[config.mk]
export PLATFORM = sky130hd
export DESIGN_NAME = flash_avl_host
export DESIGN_NICKNAME = d
export VERILOG_FILES = /design/src/rtl/flash_ctrl_pkg.sv /design/src/rtl/flash_tmo_cnt.sv /design/src/rtl/flash_avl_host.sv
export SDC_FILE = /design/constraint.sdc
export NUM_CORES = 1
export LEC_CHECK = 0
export CORE_ASPECT_RATIO = 0.6
export CORE_UTILIZATION = 49
export DETAILED_ROUTE_END_ITERATION = 10
export GPL_TIMING_DRIVEN = 0
export PLACE_DENSITY = 0.79
export SLEW_MARGIN = 30
export SYNTH_ARGS = -nofsm -noshare
export SYNTH_HDL_FRONTEND = slang
export SYNTH_SLANG_ARGS = --single-unit
[constraint.sdc]
create_clock -name clk_i -period 3.1 [get_ports clk_i]
set_input_delay 0.775 -clock clk_i [delete_from_list [all_inputs] [get_ports clk_i]]
set_output_delay 0.775 -clock clk_i [all_outputs]
set_load 0.05 [all_outputs]
[src/rtl/flash_ctrl_pkg.sv]
// Shared register map, command codes and enums for the Avalon-MM flash host.
package flash_ctrl_pkg;

  localparam logic [3:0] REG_ADDR_HI = 4'h1;
  localparam logic [3:0] REG_ADDR_LO = 4'h2;
  localparam logic [3:0] REG_WDATA   = 4'h3;
  localparam logic [3:0] REG_RDATA   = 4'h4;
  localparam logic [3:0] REG_CMD     = 4'h6;

  localparam logic [15:0] CMD_READ    = 16'd2;
  localparam logic [15:0] CMD_PROGRAM = 16'd3;
  localparam logic [15:0] CMD_ERASE   = 16'd4;

  typedef enum logic [1:0] {
    OP_READ    = 2'd0,
    OP_PROGRAM = 2'd1,
    OP_ERASE   = 2'd2,
    OP_RSVD    = 2'd3
  } op_e;

  typedef enum logic [2:0] {
    ST_IDLE,
    ST_WR_AHI,
    ST_WR_ALO,
    ST_WR_DATA,
    ST_WR_CMD,
    ST_WAIT_IRQ,
    ST_RD_DATA,
    ST_RESP
  } state_e;

  function automatic logic [15:0] cmd_code(input op_e op);
    case (op)
      OP_READ:    cmd_code = CMD_READ;
      OP_PROGRAM: cmd_code = CMD_PROGRAM;
      default:    cmd_code = CMD_ERASE;
    endcase
  endfunction

endpackage

[src/rtl/flash_tmo_cnt.sv]
// WAIT_IRQ timeout counter: clears while idle, counts while enabled, flags the last allowed cycle.
module flash_tmo_cnt #(
  parameter logic [31:0] TIMEOUT_CYCLES = 32'd3000000,
  parameter int unsigned TW             = 22
) (
  input  logic clk_i,
  input  logic rst_i,
  input  logic clr_i,
  input  logic en_i,
  output logic expire_o
);

  localparam logic [TW-1:0] LIMIT = TW'(TIMEOUT_CYCLES - 32'd1);

  logic [TW-1:0] cnt_q;

  always_ff @(posedge clk_i) begin
    if (rst_i || clr_i) begin
      cnt_q <= '0;
    end else if (en_i) begin
      cnt_q <= cnt_q + TW'(1);
    end
  end

  assign expire_o = (cnt_q == LIMIT);

endmodule

[src/rtl/flash_avl_host.sv]
// Sequences user READ/PROGRAM/ERASE requests into Avalon-MM register accesses on a flash controller.
module flash_avl_host
  import flash_ctrl_pkg::*;
#(
  parameter logic [31:0] TIMEOUT_CYCLES = 32'd3000000,
  parameter int unsigned TW             = 22
) (
  input  logic        clk_i,
  input  logic        rst_i,
  input  logic        req_valid_i,
  output logic        req_ready_o,
  input  logic [1:0]  req_op_i,
  input  logic [22:0] req_addr_i,
  input  logic [15:0] req_wdata_i,
  output logic        rsp_valid_o,
  output logic [15:0] rsp_data_o,
  output logic        rsp_err_o,
  output logic [3:0]  avm_addr_o,
  output logic [15:0] avm_wdata_o,
  output logic        avm_write_o,
  output logic        avm_read_o,
  output logic        avm_byteenable_o,
  input  logic        avm_waitrequest_i,
  input  logic [15:0] avm_rdata_i,
  input  logic [1:0]  irq_i
);

  state_e      state_q, state_d;
  op_e         op_q, op_d;
  logic [22:0] addr_q, addr_d;
  logic [15:0] wdata_q, wdata_d;
  logic [3:0]  avm_addr_q, avm_addr_d;
  logic [15:0] avm_wdata_q, avm_wdata_d;
  logic        avm_write_q, avm_write_d;
  logic        avm_read_q, avm_read_d;
  logic        avm_be_q;
  logic        rsp_valid_q, rsp_valid_d;
  logic        rsp_err_q, rsp_err_d;
  logic [15:0] rsp_data_q, rsp_data_d;
  logic        tmo_expire;

  flash_tmo_cnt #(
    .TIMEOUT_CYCLES(TIMEOUT_CYCLES),
    .TW            (TW)
  ) u_tmo (
    .clk_i   (clk_i),
    .rst_i   (rst_i),
    .clr_i   (state_q != ST_WAIT_IRQ),
    .en_i    (state_q == ST_WAIT_IRQ),
    .expire_o(tmo_expire)
  );

  always_comb begin
    state_d    = state_q;
    op_d       = op_q;
    addr_d     = addr_q;
    wdata_d    = wdata_q;
    rsp_err_d  = 1'b0;
    rsp_data_d = rsp_data_q;

    case (state_q)
      ST_IDLE: begin
        if (req_valid_i) begin
          op_d    = op_e'(req_op_i);
          addr_d  = req_addr_i;
          wdata_d = req_wdata_i;
          if (op_e'(req_op_i) == OP_RSVD) begin
            state_d    = ST_RESP;
            rsp_err_d  = 1'b1;
            rsp_data_d = '0;
          end else begin
            state_d = ST_WR_AHI;
          end
        end
      end
      ST_WR_AHI:  if (!avm_waitrequest_i) state_d = ST_WR_ALO;
      ST_WR_ALO:  if (!avm_waitrequest_i) state_d = (op_q == OP_PROGRAM) ? ST_WR_DATA : ST_WR_CMD;
      ST_WR_DATA: if (!avm_waitrequest_i) state_d = ST_WR_CMD;
      ST_WR_CMD:  if (!avm_waitrequest_i) state_d = ST_WAIT_IRQ;
      ST_WAIT_IRQ: begin
        // Error irq outranks done; the timeout only fires when neither is present.
        if (irq_i[1] || (!irq_i[0] && tmo_expire)) begin
          state_d    = ST_RESP;
          rsp_err_d  = 1'b1;
          rsp_data_d = '0;
        end else if (irq_i[0]) begin
          if (op_q == OP_READ) begin
            state_d = ST_RD_DATA;
          end else begin
            state_d    = ST_RESP;
            rsp_data_d = '0;
          end
        end
      end
      ST_RD_DATA: begin
        if (!avm_waitrequest_i) begin
          state_d    = ST_RESP;
          rsp_data_d = avm_rdata_i;
        end
      end
      ST_RESP: state_d = ST_IDLE;
      default: state_d = ST_IDLE;
    endcase

    // Bus outputs are registered, so decode them from the state being entered.
    avm_write_d = 1'b0;
    avm_read_d  = 1'b0;
    avm_addr_d  = '0;
    avm_wdata_d = '0;
    case (state_d)
      ST_WR_AHI: begin
        avm_write_d = 1'b1;
        avm_addr_d  = REG_ADDR_HI;
        avm_wdata_d = {9'd0, addr_d[22:16]};
      end
      ST_WR_ALO: begin
        avm_write_d = 1'b1;
        avm_addr_d  = REG_ADDR_LO;
        avm_wdata_d = addr_d[15:0];
      end
      ST_WR_DATA: begin
        avm_write_d = 1'b1;
        avm_addr_d  = REG_WDATA;
        avm_wdata_d = wdata_d;
      end
      ST_WR_CMD: begin
        avm_write_d = 1'b1;
        avm_addr_d  = REG_CMD;
        avm_wdata_d = cmd_code(op_d);
      end
      ST_RD_DATA: begin
        avm_read_d = 1'b1;
        avm_addr_d = REG_RDATA;
      end
      default: ;
    endcase

    rsp_valid_d = (state_d == ST_RESP);
  end

  always_ff @(posedge clk_i) begin
    if (rst_i) begin
      state_q     <= ST_IDLE;
      op_q        <= OP_READ;
      addr_q      <= '0;
      wdata_q     <= '0;
      avm_addr_q  <= '0;
      avm_wdata_q <= '0;
      avm_write_q <= 1'b0;
      avm_read_q  <= 1'b0;
      avm_be_q    <= 1'b0;
      rsp_valid_q <= 1'b0;
      rsp_err_q   <= 1'b0;
      rsp_data_q  <= '0;
    end else begin
      state_q     <= state_d;
      op_q        <= op_d;
      addr_q      <= addr_d;
      wdata_q     <= wdata_d;
      avm_addr_q  <= avm_addr_d;
      avm_wdata_q <= avm_wdata_d;
      avm_write_q <= avm_write_d;
      avm_read_q  <= avm_read_d;
      avm_be_q    <= 1'b1;
      rsp_valid_q <= rsp_valid_d;
      rsp_err_q   <= rsp_err_d;
      rsp_data_q  <= rsp_data_d;
    end
  end

  assign req_ready_o      = (state_q == ST_IDLE) && !rst_i;
  assign rsp_valid_o      = rsp_valid_q;
  assign rsp_err_o        = rsp_err_q;
  assign rsp_data_o       = rsp_data_q;
  assign avm_addr_o       = avm_addr_q;
  assign avm_wdata_o      = avm_wdata_q;
  assign avm_write_o      = avm_write_q;
  assign avm_read_o       = avm_read_q;
  assign avm_byteenable_o = avm_be_q;

endmodule

=== After elaboration in Yosys (flattened, before gate mapping) ===
Index checks and enable logic that the tools add are counted.

* Reductions and logical operators: 12
* Equality and inequality tests: 23
* Add/subtract/negate cells: 1
* Mux-type cells: 35

{| class="wikitable"
|+ Operators by type and width
! kind !! count
|-
| $mux 16 || 8
|-
| $pmux 16 s4 || 1
|-
| $pmux 16 s3 || 1
|-
| $mux 23 || 2
|-
| $mux 3 || 10
|-
| $pmux 3 s8 || 1
|-
| $add 22x1->22 const B || 1
|-
| $eq 22x22->1 const B || 1
|-
| $eq 3x3->1 const B || 7
|-
| $pmux 3 s5 || 1
|-
| $eq 3x2->1 const B || 4
|-
| $ne 3x3->1 const B || 3
|-
| $mux 1 || 7
|-
| $eq 3x1->1 const B || 2
|-
| $ne 2x2->1 const B || 3
|-
| $pmux 3 s2 || 1
|-
| $reduce_and 6->1 || 1
|-
| $eq 2x1->1 const B || 2
|-
| $logic_not 2->1 || 2
|-
| $mux 2 || 2
|-
| $reduce_or 4->1 || 1
|-
| $logic_not 3->1 || 1
|-
| $reduce_bool 3->1 || 1
|-
| $eq 2x2->1 const B || 1
|-
| other kinds (4) || 7
|}

* Output and inout bits: 42
* Word-level logic and storage cells: 84
* Register bits: 107
* Input port bits: 63

=== Depth between registers and ports, before layout ===
* Word-level depth: 8
* Depth in mapped cells: 9
* Mapped depth without buffers: 7

=== By module ===
From an unflattened synthesis, not the netlist that was laid out.

* Cell total of the unflattened synthesis: 466
* Area total of the unflattened synthesis: 4310.4 um^2

{| class="wikitable"
|+ By module, submodules not included
! module !! sequential area each (um^2) !! times used !! cells an instance !! area an instance (um^2)
|-
| flash_avl_host || 1681.6 || 1 || 345 || 3266.9
|-
| flash_tmo_cnt || 440.4 || 1 || 121 || 1043.5
|}

=== Worst setup path before layout ===
No wires, ideal clock.

* Path kind: input port to output port
* Start point: in rst_i
* End point: out req_ready_o
* Data arrival time: 2411 ps
* Stages: 2
* Slack: -86 ps
* Buffers on the path: 1
* Required time: 2325 ps
* Cell sequence: clkbuf_1 nor4_1

* Cells in the longest elaborated chain, start to end: 2

{| class="wikitable"
|+ Ends and longest elaborated chain
! element !! line !! source
|-
| start: declaration || flash_avl_host.sv:9 || <nowiki>input logic rst_i,</nowiki>
|-
| $logic_not 1->1 || flash_avl_host.sv:171 || <nowiki>assign req_ready_o = (state_q == ST_IDLE) && !rst_i;</nowiki>
|-
| $logic_and 1x1->1 || flash_avl_host.sv:171 ||
|-
| end: declaration || flash_avl_host.sv:11 || <nowiki>output logic req_ready_o,</nowiki>
|}

No other way between the ends.

=== Worst setup path in the final report ===
Ends and elaborated chain as after synthesis.

==> out/metrics.csv <==
stage;metric;value;unit
floorplanning;coreArea;0.00852;mm^2
detailed_routing;wl_met1;5250;um
detailed_routing;dr.first_iter.drc_count;220;
synthesis;syn_area;0.00430;mm^2
clocking;path_clk_slew;0.07;ns
critical_path;cp_top_family;buffers and inverters;
power;p_per_area;621;mW/mm^2
synthesis;netlist.area_leader.share;49.3;%
floorplanning;die_height;74.6;um
clocking;cts_sinks;106;
hold_path;holdPathEnd;rsp_data_o[10]$_SDFFE_PP0P_;
grt;antenna_found_initial;0;
layout;areaGrowthSynthToFinish;34.4;%
layout;fin_util;67.8;%
synthesis;synth_cells;453;
floorplanning;fp.dieArea;0.00917;mm^2
sta;rsz0062_at_grt;false;
grt;grt_pass1_vias;3392;
critical_path;r2r_setup_slack;0.52;ns
critical_path;crit_path_end_kind;primary output;
synthesis;syn_nets;517;
clocking;cts_tree;built;
synthesis;synth-main-ff-cell;dfxtp_1;
layout;drive_gt1_share;7.52;%
clocking;htreeDepth;3;
synthesis;synth.area.top_cells;dfxtp_1, mux2i_1, nor2_1;
flow_run;drv_cap;0;
place;gp_congestion;0.844;
detailed_routing;vias;3625;
sta;finalMaxSlewViolations;0;
sta;min_period;3.04;ns
layout;multiInputGateArea;0.00204;mm^2
place;pre_cts_ws;-0.467;ns
floorplanning;io_pins;105;
synthesis;synth-edff-count;0;
clocking;insertion_delay;0.35;ns
detailed_routing;viasPerCell;5.30;
critical_path;critical_path.max_fanout;10;
hold_path;hold_path_class;reg -> reg;
critical_path;worstPathArrival;2.27;ns
critical_path;worst-setup-path-type;in -> out;
sta;worst_slew_pin_slew;0.754;ns
detailed_routing;top_layer;met4;
power;power.total;3590;uW
sta;fmax;0.329;GHz
critical_path;worst_path_largest_cell_delay;0.55;ns
sta;setup_viol;0;
layout;fill_cells;691;
synthesis;syn_avg_cell_area;9.49;um^2
synthesis;synth_warnings;0;
hold_path;hold_path_depth;2;
sta;hold_viol;0;
floorplanning;row_count;26;
hold_path;min_from;rsp_data_o[10]$_SDFFE_PP0P_;
place;placed_cell_area;0.00548;mm^2
sta;finClkSkew;0.00752;ns
outcome;outcome;finished clean;
layout;fin_area;0.00578;mm^2
clocking;clockBufferDepth;2;
synthesis;synth-seq-area-share;49.3;%
grt;grt-ovfl-total;0;
critical_path;path_buf_inv;3;
clocking;post_cts_hold_buffer_count;0;
place;hpwl;7940;um
synthesis;synth_top_area_cell;dfxtp_1;
layout;regArea;0.00212;mm^2
floorplanning;die_w;123;um
detailed_routing;dr_wl_met2;4440;um
grt;track_usage;24.4;%
critical_path;cp_slowest_cell;clkdlybuf4s50_1;
detailed_routing;wl;10700;um
synthesis;synthArstFlopShare;0;%
detailed_routing;drc_errors;0;
clocking;clockRootBuffer;clkbuf_16;
critical_path;r2r_start;u_tmo.cnt_q[0]$_SDFFE_PP0P_;
detailed_routing;ant_nets;0;
detailed_routing;first_pass_iters;5;
layout;nNetsFinal;631;
grt;grt_max_degree;18;
power;ir_drop;427;uV
place;io_buffers;103;
critical_path;required;2.32;ns
synthesis;ys_seq_elements;106;
critical_path;start_kind;primary input;
layout;num_antenna_cells;0;
critical_path;rr_endpoint;rsp_data_o[13]$_SDFFE_PP0P_;
synthesis;netlist-cell-type-count;54;
detailed_routing;wl_met3;886;um
sta;fin_crit_sh;98.2;%
sta;fin_ws;0.0561;ns
critical_path;crit_path_cell_trace;clkdlybuf4s50_1 -> clkbuf_2 -> nor4_2 -> clkdlybuf4s15_2;
critical_path;r2r_cells;9;
clocking;numCtsBuffers;9;
detailed_routing;avgRoutedWirePerCell;15.6;um
grt;grt_pass1_wl;16900;um
floorplanning;start_util;50.5;%
power;p_leak;0.00209;uW
sta;relSlewSlack;49.4;%
[sequential cells by signal, summed over array words and instances, names as in the netlist]
name / flops
avm_addr_o: 3
rsp_data_o: 16
addr_q: 23
u_tmo.cnt_q: 22
rsp_valid_o: 1
wdata_q: 16
op_q: 2
rsp_err_o: 1
state_q: 3
avm_read_o: 1
avm_wdata_o: 16
avm_write_o: 1
avm_byteenable_o: 1
[final cells by class]
cell class	instances	area share [%]
Clock inverter	6	1.13
Timing Repair Buffer	103	17.9
Clock buffer	10	3.96
Buffer	25	2.25
Multi-Input combinational cell	316	35.3
Inverter	6	0.390
Sequential cell	106	36.7
Tap cell	112	2.42
[power by group]
group / leakage [uW] / total (uW) / switching [uW] / internal [uW]
clock network: 0.000143 / 1130 / 505 / 630
logic: 0.00109 / 949 / 568 / 381
registers: 0.000862 / 1510 / 39.6 / 1470
total: 0.00209 / 3590 / 1110 / 2480
[worst min-delay path: cells and delay by family, from the launching register on]
kind	cells	cell delay, ns
flops	1	0.31
simple gates	1	0.05
mux	1	0.05
[per-layer routing]
| layer | global-route usage, % | up-vias |
|---|---|---|
| met5 | 0 | - |
| met3 | 7.52 | 11 |
| li1 | - | 1784 |
| met2 | 34.8 | 128 |
| met4 | 7.05 | 0 |
| met1 | 35.3 | 1702 |
[cells in the final DEF, fill, tap and decap left out, drive strengths merged, types with 4 or more instances in the layout]
| cell | netlist | layout |
|---|---|---|
| dfxtp | 106 | 106 |
| clkdlybuf4s50 | 0 | 102 |
| nor2 | 78 | 78 |
| mux2i | 58 | 58 |
| nand2 | 48 | 48 |
| clkbuf | 13 | 23 |
| nand3 | 14 | 14 |
| o22a | 14 | 14 |
| buf | 12 | 12 |
| a21oi | 11 | 11 |
| or3 | 10 | 10 |
| xor2 | 9 | 9 |
| and3 | 8 | 8 |
| o21ai | 8 | 8 |
| inv | 6 | 8 |
| nor3 | 7 | 7 |
| xnor2 | 6 | 6 |
| nand3b | 4 | 4 |
| and2 | 4 | 4 |
[worst max-delay path by stage]
stage                   to   from  depth (start not counted)
6_report       req_ready_o  rst_i                          4
5_1_grt        req_ready_o  rst_i                          4
4_1_cts        req_ready_o  rst_i                          4
3_5_place_dp   req_ready_o  rst_i                          4
3_3_place_gp   req_ready_o  rst_i                          4
2_1_floorplan  req_ready_o  rst_i                          2
[what timing repair did]
action                     CTS  global route
gates resized for setup      5             1
setup endpoints to repair    1            10
setup buffers                0             0
[per-stage QoR]
stage	hold WS, ns	TNS [ns]	instances
after global placement	0.441	-1.78	668
final	0.460	0	684
after floorplan	0.438	0	453
after global routing	0.481	0	684
after CTS	0.459	0	684
after detailed placement	0.445	-2.29	668
[cells by family after synthesis]
family,after synthesis,synth area share (%)
compound gates,48,7.91
xor+xnor,15,3.06
fa+ha+maj,1,0.291
buf+inv,31,3.52
flops,106,49.3
mux,59,13.8
other cells,1,0.0872
simple gates,192,21.9
[synth_stat cells (2+ instances only)]
master,count
dfxtp_1,106
nor2_1,77
mux2i_1,57
nand2_1,48
nand3_1,14
o22a_1,14
clkbuf_1,13
a21oi_1,11
or3_1,10
xor2_1,9
and3_1,8
buf_2,7
o21ai_0,7
nor3_1,6
xnor2_1,6
inv_1,4
nand3b_1,4
a31oi_1,3
and2_1,3
nand2b_1,3
a32oi_1,2
and3b_1,2
buf_4,2
inv_2,2
nand4_1,2
nand4b_1,2
nor4_1,2
nor4b_2,2
o32a_1,2
(Power assumes the default switching activity.)
